--- config.mk ---
export PLATFORM = sky130hd
export DESIGN_NAME = sigmoid_activation
export DESIGN_NICKNAME = d
export VERILOG_FILES = /design/src/rtl/nn_pkg.sv /design/src/rtl/plan_sigmoid.sv /design/src/rtl/sigmoid_activation.sv
export SDC_FILE = /design/constraint.sdc
export NUM_CORES = 1
export LEC_CHECK = 0
export CORE_MARGIN = 5
export CORE_UTILIZATION = 45
export DETAILED_ROUTE_END_ITERATION = 6
export GPL_ROUTABILITY_DRIVEN = 0
export PLACE_DENSITY_LB_ADDON = 0.08
export SKIP_CTS_REPAIR_TIMING = 1
export SYNTH_ARGS = -nofsm -noshare
export SYNTH_HDL_FRONTEND = slang
export SYNTH_SLANG_ARGS = --single-unit
--- constraint.sdc ---
create_clock -name clk -period 19.4 [get_ports clk]
set_input_delay 1.94 -clock clk [delete_from_list [all_inputs] [get_ports clk]]
set_output_delay 1.94 -clock clk [all_outputs]
set_load 0.05 [all_outputs]
--- src/rtl/nn_pkg.sv ---
// Shared definitions for the neural-network datapath: sizing helper, FSM and
// PLAN segment encodings, and the PLAN sigmoid constants as fractions of ONE.
package nn_pkg;

  typedef enum logic [1:0] {ST_IDLE, ST_RUN, ST_DRAIN} sig_state_e;
  typedef enum logic [1:0] {SEG_S0, SEG_S1, SEG_S2, SEG_SAT} plan_seg_e;

  // Breakpoints and offsets are num / 2^den_sh of ONE; slopes are right shifts.
  localparam int unsigned PLAN_SAT_NUM    = 5;
  localparam int unsigned PLAN_SAT_SH     = 0;
  localparam int unsigned PLAN_S2_NUM     = 19;
  localparam int unsigned PLAN_S2_SH      = 3;
  localparam int unsigned PLAN_S1_NUM     = 1;
  localparam int unsigned PLAN_S1_SH      = 0;
  localparam int unsigned PLAN_OFF_S0_NUM = 1;
  localparam int unsigned PLAN_OFF_S0_SH  = 1;
  localparam int unsigned PLAN_OFF_S1_NUM = 5;
  localparam int unsigned PLAN_OFF_S1_SH  = 3;
  localparam int unsigned PLAN_OFF_S2_NUM = 27;
  localparam int unsigned PLAN_OFF_S2_SH  = 5;
  localparam int unsigned PLAN_SLOPE_S0_SH = 2;
  localparam int unsigned PLAN_SLOPE_S1_SH = 3;
  localparam int unsigned PLAN_SLOPE_S2_SH = 5;

  function automatic int log2(input int n);
    int r;
    r = 0;
    while ((1 << r) < n) r++;
    return (r == 0) ? 1 : r;
  endfunction

  function automatic int unsigned frac_of_one(input int unsigned num,
                                              input int unsigned den_sh,
                                              input int unsigned frac);
    return (num << frac) >> den_sh;
  endfunction

endpackage

--- src/rtl/plan_sigmoid.sv ---
// One PLAN sigmoid lane: stage 1 computes |x| and the segment, stage 2 applies
// the segment's slope/offset, mirrors for negative inputs and saturates.
module plan_sigmoid
  import nn_pkg::*;
#(
  parameter int INPUT_WIDTH  = 20,
  parameter int INPUT_FRAC   = 8,
  parameter int OUTPUT_WIDTH = 8
) (
  input  logic                           clk,
  input  logic signed [INPUT_WIDTH-1:0]  x,
  output logic        [OUTPUT_WIDTH-1:0] y
);

  // a_p1 only needs to cover the non-saturating range (< 5*ONE < 8*ONE).
  localparam int A_W    = INPUT_FRAC + 3;
  localparam int CW     = ((INPUT_WIDTH > A_W) ? INPUT_WIDTH : A_W) + 1;
  localparam int OUT_SH = INPUT_FRAC - OUTPUT_WIDTH;

  localparam logic [CW-1:0]  TH_SAT  = CW'(frac_of_one(PLAN_SAT_NUM, PLAN_SAT_SH, INPUT_FRAC));
  localparam logic [CW-1:0]  TH_S2   = CW'(frac_of_one(PLAN_S2_NUM, PLAN_S2_SH, INPUT_FRAC));
  localparam logic [CW-1:0]  TH_S1   = CW'(frac_of_one(PLAN_S1_NUM, PLAN_S1_SH, INPUT_FRAC));
  localparam logic [A_W-1:0] ONE_Y   = A_W'(frac_of_one(1, 0, INPUT_FRAC));
  localparam logic [A_W-1:0] OFF_S0  = A_W'(frac_of_one(PLAN_OFF_S0_NUM, PLAN_OFF_S0_SH, INPUT_FRAC));
  localparam logic [A_W-1:0] OFF_S1  = A_W'(frac_of_one(PLAN_OFF_S1_NUM, PLAN_OFF_S1_SH, INPUT_FRAC));
  localparam logic [A_W-1:0] OFF_S2  = A_W'(frac_of_one(PLAN_OFF_S2_NUM, PLAN_OFF_S2_SH, INPUT_FRAC));
  localparam logic [A_W-1:0] OUT_MAX = A_W'((1 << OUTPUT_WIDTH) - 1);

  // Negating the most negative value leaves the MSB set; that case saturates.
  function automatic logic [INPUT_WIDTH-1:0] abs_sat(input logic signed [INPUT_WIDTH-1:0] v);
    logic [INPUT_WIDTH-1:0] mag;
    mag = v[INPUT_WIDTH-1] ? unsigned'(-v) : unsigned'(v);
    if (mag[INPUT_WIDTH-1]) mag = {1'b0, {(INPUT_WIDTH-1){1'b1}}};
    return mag;
  endfunction

  function automatic logic [OUTPUT_WIDTH-1:0] sat_out(input logic [A_W-1:0] yq);
    logic [A_W-1:0] ys;
    ys = yq >> OUT_SH;
    if (ys > OUT_MAX) return '1;
    return ys[OUTPUT_WIDTH-1:0];
  endfunction

  logic [CW-1:0]  a_ext;
  plan_seg_e      seg;
  logic [A_W-1:0] a_p1;
  logic           sign_p1;
  plan_seg_e      seg_p1;
  logic [A_W-1:0] y_q;

  always_comb begin
    a_ext = CW'(abs_sat(x));
    if (a_ext >= TH_SAT)     seg = SEG_SAT;
    else if (a_ext >= TH_S2) seg = SEG_S2;
    else if (a_ext >= TH_S1) seg = SEG_S1;
    else                     seg = SEG_S0;
  end

  // Stage 1 -> stage 2 boundary
  always_ff @(posedge clk) begin
    a_p1    <= A_W'(a_ext);
    sign_p1 <= x[INPUT_WIDTH-1];
    seg_p1  <= seg;
  end

  always_comb begin
    y_q = ONE_Y;
    case (seg_p1)
      SEG_S0:  y_q = (a_p1 >> PLAN_SLOPE_S0_SH) + OFF_S0;
      SEG_S1:  y_q = (a_p1 >> PLAN_SLOPE_S1_SH) + OFF_S1;
      SEG_S2:  y_q = (a_p1 >> PLAN_SLOPE_S2_SH) + OFF_S2;
      default: y_q = ONE_Y;
    endcase
    if (sign_p1) y_q = ONE_Y - y_q;
  end

  assign y = sat_out(y_q);

endmodule

--- src/rtl/sigmoid_activation.sv ---
// Vector sigmoid activation: buffers the upstream vector on start, streams it
// LANES elements per cycle through plan_sigmoid lanes and writes results back.
module sigmoid_activation
  import nn_pkg::*;
#(
  parameter int VECTOR_SIZE  = 20,
  parameter int INPUT_WIDTH  = 20,
  parameter int INPUT_FRAC   = 8,
  parameter int OUTPUT_WIDTH = 8,
  parameter int LANES        = 1
) (
  input  logic                                clk,
  input  logic                                rst,
  input  logic                                start,
  input  logic [VECTOR_SIZE*INPUT_WIDTH-1:0]  in_vector,
  output logic [VECTOR_SIZE*OUTPUT_WIDTH-1:0] out_vector,
  output logic                                valid,
  output logic                                busy
);

  localparam int IDX_W = log2(VECTOR_SIZE);
  localparam logic [IDX_W-1:0] LAST_IDX = IDX_W'(VECTOR_SIZE - LANES);
  localparam logic [IDX_W-1:0] STEP     = IDX_W'(LANES);

  if ((VECTOR_SIZE % LANES) != 0 || INPUT_FRAC < OUTPUT_WIDTH) begin : g_illegal
    $error("sigmoid_activation: need VECTOR_SIZE %% LANES == 0 and INPUT_FRAC >= OUTPUT_WIDTH");
  end

  sig_state_e state, state_nxt;
  logic [IDX_W-1:0] idx, idx_nxt, idx_p1;
  logic capture, issue, vld_p1, last_p1;

  logic signed [INPUT_WIDTH-1:0]  in_buf  [VECTOR_SIZE];
  logic        [OUTPUT_WIDTH-1:0] out_mem [VECTOR_SIZE];
  logic signed [INPUT_WIDTH-1:0]  lane_x  [LANES];
  logic        [OUTPUT_WIDTH-1:0] lane_y  [LANES];

  // valid is part of busy, so a start in the valid cycle is ignored as well.
  always_comb begin
    state_nxt = state;
    idx_nxt   = idx;
    capture   = 1'b0;
    case (state)
      ST_IDLE: begin
        if (start && !valid) begin
          capture   = 1'b1;
          idx_nxt   = '0;
          state_nxt = ST_RUN;
        end
      end
      ST_RUN: begin
        if (idx == LAST_IDX) state_nxt = ST_DRAIN;
        else                 idx_nxt   = idx + STEP;
      end
      ST_DRAIN: begin
        if (vld_p1 && last_p1) state_nxt = ST_IDLE;
      end
      default: state_nxt = ST_IDLE;
    endcase
  end

  assign issue = (state == ST_RUN);
  assign busy  = (state != ST_IDLE) || valid;

  always_ff @(posedge clk or negedge rst) begin
    if (!rst) begin
      state   <= ST_IDLE;
      idx     <= '0;
      vld_p1  <= 1'b0;
      last_p1 <= 1'b0;
      valid   <= 1'b0;
    end else begin
      state   <= state_nxt;
      idx     <= idx_nxt;
      vld_p1  <= issue;
      last_p1 <= issue && (idx == LAST_IDX);
      valid   <= vld_p1 && last_p1;
    end
  end

  always_ff @(posedge clk) begin
    if (capture) begin
      for (int i = 0; i < VECTOR_SIZE; i++)
        in_buf[i] <= in_vector[i*INPUT_WIDTH +: INPUT_WIDTH];
    end
    idx_p1 <= idx;
  end

  for (genvar l = 0; l < LANES; l++) begin : g_lane
    assign lane_x[l] = in_buf[idx + IDX_W'(l)];
    plan_sigmoid #(
      .INPUT_WIDTH (INPUT_WIDTH),
      .INPUT_FRAC  (INPUT_FRAC),
      .OUTPUT_WIDTH(OUTPUT_WIDTH)
    ) u_plan (
      .clk(clk),
      .x  (lane_x[l]),
      .y  (lane_y[l])
    );
  end

  // Stage 2 boundary: results land in their slots; other slots keep old values.
  always_ff @(posedge clk or negedge rst) begin
    if (!rst) begin
      for (int i = 0; i < VECTOR_SIZE; i++) out_mem[i] <= '0;
    end else if (vld_p1) begin
      for (int l = 0; l < LANES; l++) out_mem[idx_p1 + IDX_W'(l)] <= lane_y[l];
    end
  end

  for (genvar i = 0; i < VECTOR_SIZE; i++) begin : g_out
    assign out_vector[i*OUTPUT_WIDTH +: OUTPUT_WIDTH] = out_mem[i];
  end

endmodule

==> impl_metrics.env, run 1 <==
export IMPL_layout_common_cells="clkdlybuf4s50_1, edfxtp_1, nand2_1"
export IMPL_setup_tns_ps=0
export IMPL_clock_path_buffers=3
export IMPL_synthToLayoutAreaGrowth_pct=35.1
export IMPL_overflow=0
export IMPL_cts_root_buf="clkbuf_16"
export IMPL_drt_iter0_drc=1236
export IMPL_ant_nets=0
export IMPL_dieArea_um2=55800
export IMPL_worstPathMaxFanout=211
export IMPL_fin_crit_sh_pct=30.1
export IMPL_finClkSkew_ps=18.5
export IMPL_drive_above_1_share_pct=7.23
export IMPL_nets=2494
export IMPL_clk_insertion_delay_late_ps=620
export IMPL_grt_max_degree=212
export IMPL_rows=83
export IMPL_finalHoldViolCount=0
export IMPL_synth_cell_types=76
export IMPL_fin_crit_ps=5830
export IMPL_cpMostUsedCell="buf_4"
export IMPL_slew_viol_final=0
export IMPL_power_density_nw_per_um2=169
export IMPL_avgSynthCellArea_um2=15.0
export IMPL_num_io_pins=565
export IMPL_io_buffers=564
export IMPL_numCtsBuffers=58
export IMPL_status="complete, no violations"
export IMPL_drc=0
export IMPL_endpoint_kind="flop"
export IMPL_die_y_um=236
export IMPL_rsz0062_at_grt="no"
export IMPL_fmax_ghz=0.171
export IMPL_crit_chain="clkdlybuf4s50_1 -> inv_1 -> nor2_4 -> buf_4 -> buf_12 -> buf_4"
export IMPL_cts_reportedPaths_clkPinSlew_ps=60
export IMPL_grt_pass1_vias=15100
export IMPL_track_usage_pct=22.8
export IMPL_vias_per_cell=5.24
export IMPL_critPathMaxStageDelay_ps=980
export IMPL_antenna_found_initial=6
export IMPL_peakVddDrop_v=0.0000860
export IMPL_max_cap_violations=0
export IMPL_yosys_warnings=0
export IMPL_final_common_cell="clkdlybuf4s50_1"
export IMPL_first_pass_iters=5
export IMPL_arrival_ps=6060
export IMPL_crit_type="input port to flop"
export IMPL_hold_path_class="flop to flop"
export IMPL_crit_path_start_kind="input port"
export IMPL_fillers=4019
export IMPL_htreeDepth=2
export IMPL_register_area_um2=16600
export IMPL_netlist_area_um2=23000
export IMPL_synthArstFlopShare_pct=29.0
export IMPL_synthFlopType="edfxtp_1"
export IMPL_critPathRequiredTime_ps=19630
export IMPL_netlist_instances=1537
export IMPL_syn_nets=1949
export IMPL_yosysSeqAreaShare_pct=72.1
export IMPL_dp_hpwl_mm=48.5
export IMPL_core_area_um2=51000
export IMPL_wl_per_cell_um=23.3
export IMPL_vias=14800
export IMPL_setup_violations=0
export IMPL_initial_core_util_pct=45.2
export IMPL_die_w_um=236
export IMPL_critPathSlowestCell="buf_4"
export IMPL_cts_sinks=587
export IMPL_multi_input_area_um2=5900
export IMPL_yosys_register_bits=587
export IMPL_slew_headroom_pct=22.4
export IMPL_worstMarginPinSlew_ps=1160
export IMPL_tritoncts="yes"
export IMPL_wirelength_mm=65.7
export IMPL_grt_pass1_wl_mm=95.7
export IMPL_fin_util_pct=61.0
export IMPL_synth_edf_count=400
export IMPL_p_leak_nw=11.6
-- kinds of logic after synthesis --
| group | count (synthesis) | synth area share, % |
|---|---|---|
| DFF | 587 | 72.1 |
| and+or+nand+nor | 334 | 6.62 |
| AOI/OAI and AO/OA | 318 | 8.18 |
| muxes | 163 | 9.52 |
| buffers and inverters | 107 | 2.37 |
| xor gates and xnor gates | 19 | 0.723 |
| adders and majority gates | 9 | 0.489 |
-- final cells by class --
type	instances	area share, %
clock inverters	40	1.31
diodes	3	0.0241
repair buffers	575	18.4
flip-flops and latches	587	53.4
clock buffers	69	4.93
well taps	680	2.73
inverters	17	0.205
multi-input cells	843	19.0
-- cells in the mapped netlist (4+ instances only) --
| master | count | area share, % |
|---|---|---|
| nor3b_1 | 5 | 0.16 |
| nor3_1 | 7 | 0.15 |
| mux2i_1 | 119 | 5.2 |
| nand2_1 | 185 | 3.0 |
| edfxtp_1 | 400 | 52 |
| a21oi_1 | 50 | 1.1 |
| mux4_1 | 9 | 1.0 |
| and3_1 | 4 | 0.11 |
| buf_2 | 18 | 0.39 |
| dfxtp_1 | 17 | 1.5 |
| nor2_1 | 60 | 0.98 |
| clkbuf_1 | 51 | 0.83 |
| xor2_1 | 8 | 0.30 |
| ha_1 | 9 | 0.49 |
| a211oi_1 | 6 | 0.20 |
| a221oi_1 | 6 | 0.23 |
| xnor2_1 | 11 | 0.42 |
| or3_1 | 6 | 0.16 |
| nand3b_1 | 6 | 0.20 |
| o21ai_0 | 155 | 3.4 |
| mux4_2 | 33 | 3.2 |
| buf_6 | 11 | 0.54 |
| inv_1 | 17 | 0.28 |
| nor2b_1 | 9 | 0.24 |
| buf_4 | 6 | 0.20 |
| dfrtp_1 | 170 | 18 |
| nand2b_1 | 6 | 0.16 |
| and2_1 | 10 | 0.27 |
| o22ai_1 | 52 | 1.4 |
| a22oi_1 | 4 | 0.13 |
| nand4_1 | 6 | 0.16 |
| nand3_1 | 11 | 0.24 |
-- power breakdown --
part | leakage [nW] | total [mW] | internal, mW | switching, mW
registers | 5.91 | 1.86 | 1.67 | 0.185
clock network | 0.960 | 1.14 | 0.670 | 0.472
logic | 4.69 | 2.28 | 0.780 | 1.49
-- worst paths after layout --
check | from | slack (ps) | endpoint | cells past startpoint
setup reg to reg | idx[1] | 14340 | g_lane[0].u_plan.seg_p1[1] | 11
hold reg to reg | out_vector[148] | 480 | out_vector[148] | 2
hold / removal | out_vector[148] | 480 | out_vector[148] | 2
setup / recovery | start | 13570 | in_buf[15][12] | 6
min in group asynchronous | rst | 1440 | out_vector[145] | 1
max in group asynchronous | rst | 16530 | out_vector[87] | 2
-- sequential cells by signal, summed over array words and instances, names as in the netlist --
signal                 flops
in_buf                   400
last_p1                    1
g_lane.u_plan.sign_p1      1
idx_p1                     5
g_lane.u_plan.a_p1         9
state                      2
vld_p1                     1
valid                      1
out_vector               160
idx                        5
g_lane.u_plan.seg_p1       2
-- per-layer routing --
layer | up-vias | GRT usage (%) | share of wire, %
met3 | 71 | 4.72 | 6.3
met2 | 519 | 40.7 | 53
li1 | 6899 | - | -
met1 | 7257 | 28.8 | 40
met5 | - | 0 | 0.056
met4 | 6 | 5.11 | 1.5
-- critical path, delay by kind of cell --
family,cells,cell delay [ps]
buf+inv,5,3130
simple gates,1,760
-- through the flow --
stage               hold slack, ps  cells  setup slack (ps)  area (µm²)  power [mW]
floorplan                      342   1537              5810       23000        3.42
global route                   499   2814             13240       31100        5.53
CTS                            483   2811             13560       31100        5.32
global placement               462   2702             12990       29200        4.13
finish                         476   2814             13570       31100        5.27
detailed placement             470   2702             12900       29200        4.18
Note: power is estimated with default switching activity, not from simulation.
==> run 2, diff against run 1 <==
- clock period: 19.4 -> 4.8 ns (I/O delays scaled with it)
==> impl_metrics.env, run 2 (synthesis results as in run 1) <==
export IMPL_wl_per_cell_um=23.5
export IMPL_cts_sinks=587
export IMPL_overflow=0
export IMPL_initial_core_util_pct=45.2
export IMPL_first_pass_iters=5
export IMPL_max_cap_violations=0
export IMPL_crit_start="idx[1]"
export IMPL_crit_type="flop to flop"
export IMPL_clk_insertion_delay_late_ps=610
export IMPL_die_w_um=236
export IMPL_crit_path_start_kind="flop"
export IMPL_vias_per_cell=5.27
export IMPL_finClkSkew_ps=30.8
export IMPL_dpl_instance_area_um2=29400
export IMPL_met1_length_mm=26.1
export IMPL_cp_num_buf_inv=1
export IMPL_dp_slack_ps=535
export IMPL_critPathMaxStageDelay_ps=730
export IMPL_rsz0062_at_grt="no"
export IMPL_endpoint="g_lane[0].u_plan.seg_p1[1]"
export IMPL_cpMostUsedCell="nand2_1"
export IMPL_stdcell_area_um2=31300
export IMPL_worstPathMaxFanout=31
export IMPL_hold_path_class="input port to asynchronous set/reset pin"
export IMPL_rr_startpoint="idx[1]"
export IMPL_slew_viol_final=0
export IMPL_final_common_cell="clkdlybuf4s50_1"
export IMPL_nets=2513
export IMPL_worst_slack_ps=517
export IMPL_critPathSlowestCell="dfrtp_4"
export IMPL_wl_met3_mm=4.24
export IMPL_cpLargestDelayFamily="simple AND/OR/NAND/NOR gates"
export IMPL_synthToLayoutAreaGrowth_pct=35.9
export IMPL_dp_hpwl_mm=50.7
export IMPL_setup_tns_ps=0
export IMPL_antenna_found_initial=14
export IMPL_core_area_um2=51000
export IMPL_drt_iter0_drc=1354
export IMPL_wirelength_mm=66.8
export IMPL_slew_headroom_pct=27.4
export IMPL_grt_pass1_vias=15600
export IMPL_fin_crit_ps=4280
export IMPL_arrival_ps=4790
export IMPL_reg2reg_slack_ps=520
export IMPL_worstMarginPinSlew_ps=1080
export IMPL_endpoint_kind="flop"
export IMPL_crit_chain="buf_4 -> mux4_2 -> a221oi_1 -> nand2_1 -> nor4_2 -> and3_1 -> nand4_1 -> nand2_1 -> and4b_1 -> o2111ai_1"
export IMPL_violations="negative hold slack"
export IMPL_dieArea_um2=55800
export IMPL_rr_worst_depth=10
export IMPL_track_usage_pct=23.4
export IMPL_numCtsBuffers=59
export IMPL_cts_reportedPaths_clkPinSlew_ps=60
export IMPL_fin_crit_sh_pct=89.2
export IMPL_peakVddDrop_v=0.000332
export IMPL_setup_violations=0
export IMPL_tritoncts="yes"
export IMPL_layout_common_cells="clkdlybuf4s50_1, edfxtp_1, nand2_1"
export IMPL_power_density_nw_per_um2=680
export IMPL_vias=15000
export IMPL_highest_layer="met4"
export IMPL_die_y_um=236
export IMPL_grt_max_degree=102
export IMPL_rows=83
export IMPL_finalHoldViolCount=75
export IMPL_num_io_pins=565
export IMPL_cts_root_buf="clkbuf_16"
export IMPL_largest_register_ffs=400
export IMPL_wl_met2_mm=34.7
export IMPL_fmax_ghz=0.233
export IMPL_critPathRequiredTime_ps=5300
export IMPL_fin_util_pct=61.4
export IMPL_registers_top_by_ff_count="in_buf"
export IMPL_worst_path_stages=10
export IMPL_ant_nets=0
export IMPL_drc=0
export IMPL_grt_pass1_wl_mm=98.0
export IMPL_status="complete, but fails checks"
export IMPL_r2r_end="g_lane[0].u_plan.seg_p1[1]"
export IMPL_clock_path_buffers=3
export IMPL_htreeDepth=2
export IMPL_holdWs_ps=-56.9
export IMPL_io_buffers=564
export IMPL_p_leak_nw=11.6
export IMPL_drive_above_1_share_pct=7.73
-- run 2: changes by cell type in the layout (fill, tap and decap cells not counted), moves of 3 or more --
| cell | delta |
|---|---|
| clkinv_2 | -10 |
| diode_2 | +11 |
| clkbuf_8 | +3 |
| buf_4 | +13 |
| buf_12 | +5 |
| clkbuf_16 | +3 |
| bufinv_16 | -6 |
| clkbuf_1 | +7 |
-- run 2: worst min-delay path by stage --
stage                       to  slack (ps)  depth (start not counted)
2_1_floorplan           idx[0]         180                          0
3_3_place_gp    out_vector[40]         460                          2
3_5_place_dp    out_vector[31]         470                          2
4_1_cts        out_vector[140]         -60                          1
5_1_grt        out_vector[140]           8                          1
6_report       out_vector[156]         -60                          1
-- run 2: power by group --
group | internal (mW) | switching [mW]
sequential | 6.75 | 0.716
combinational | 3.31 | 6.09
clock | 2.54 | 1.86
total | 12.6 | 8.67
-- run 2: through the flow --
step	hold WS, ps	total power [mW]	std cells
after floorplan	184	13.7	1537
after global placement	462	16.9	2720
after detailed placement	469	17.0	2720
after CTS	-58.4	21.5	2828
after global routing	7.90	22.4	2841
final	-56.9	21.3	2842
-- run 2: area by class of cell --
type	instances	area [µm²]
Fill cell	4000	19700
Antenna cell	14	35.0
Multi-Input combinational cell	843	5910
Timing Repair Buffer	593	5940
Sequential cell	587	16600
Clock inverter	26	193
Tap cell	680	851
Inverter	17	63.8
Clock buffer	82	1680
-- run 2: per-layer routing --
layer  vias to the layer above  track usage [%]
met4                         0             8.03
met5                         -                0
li1                       6955                -
met1                      7368             29.3
met2                       557             40.9
met3                       100             4.72
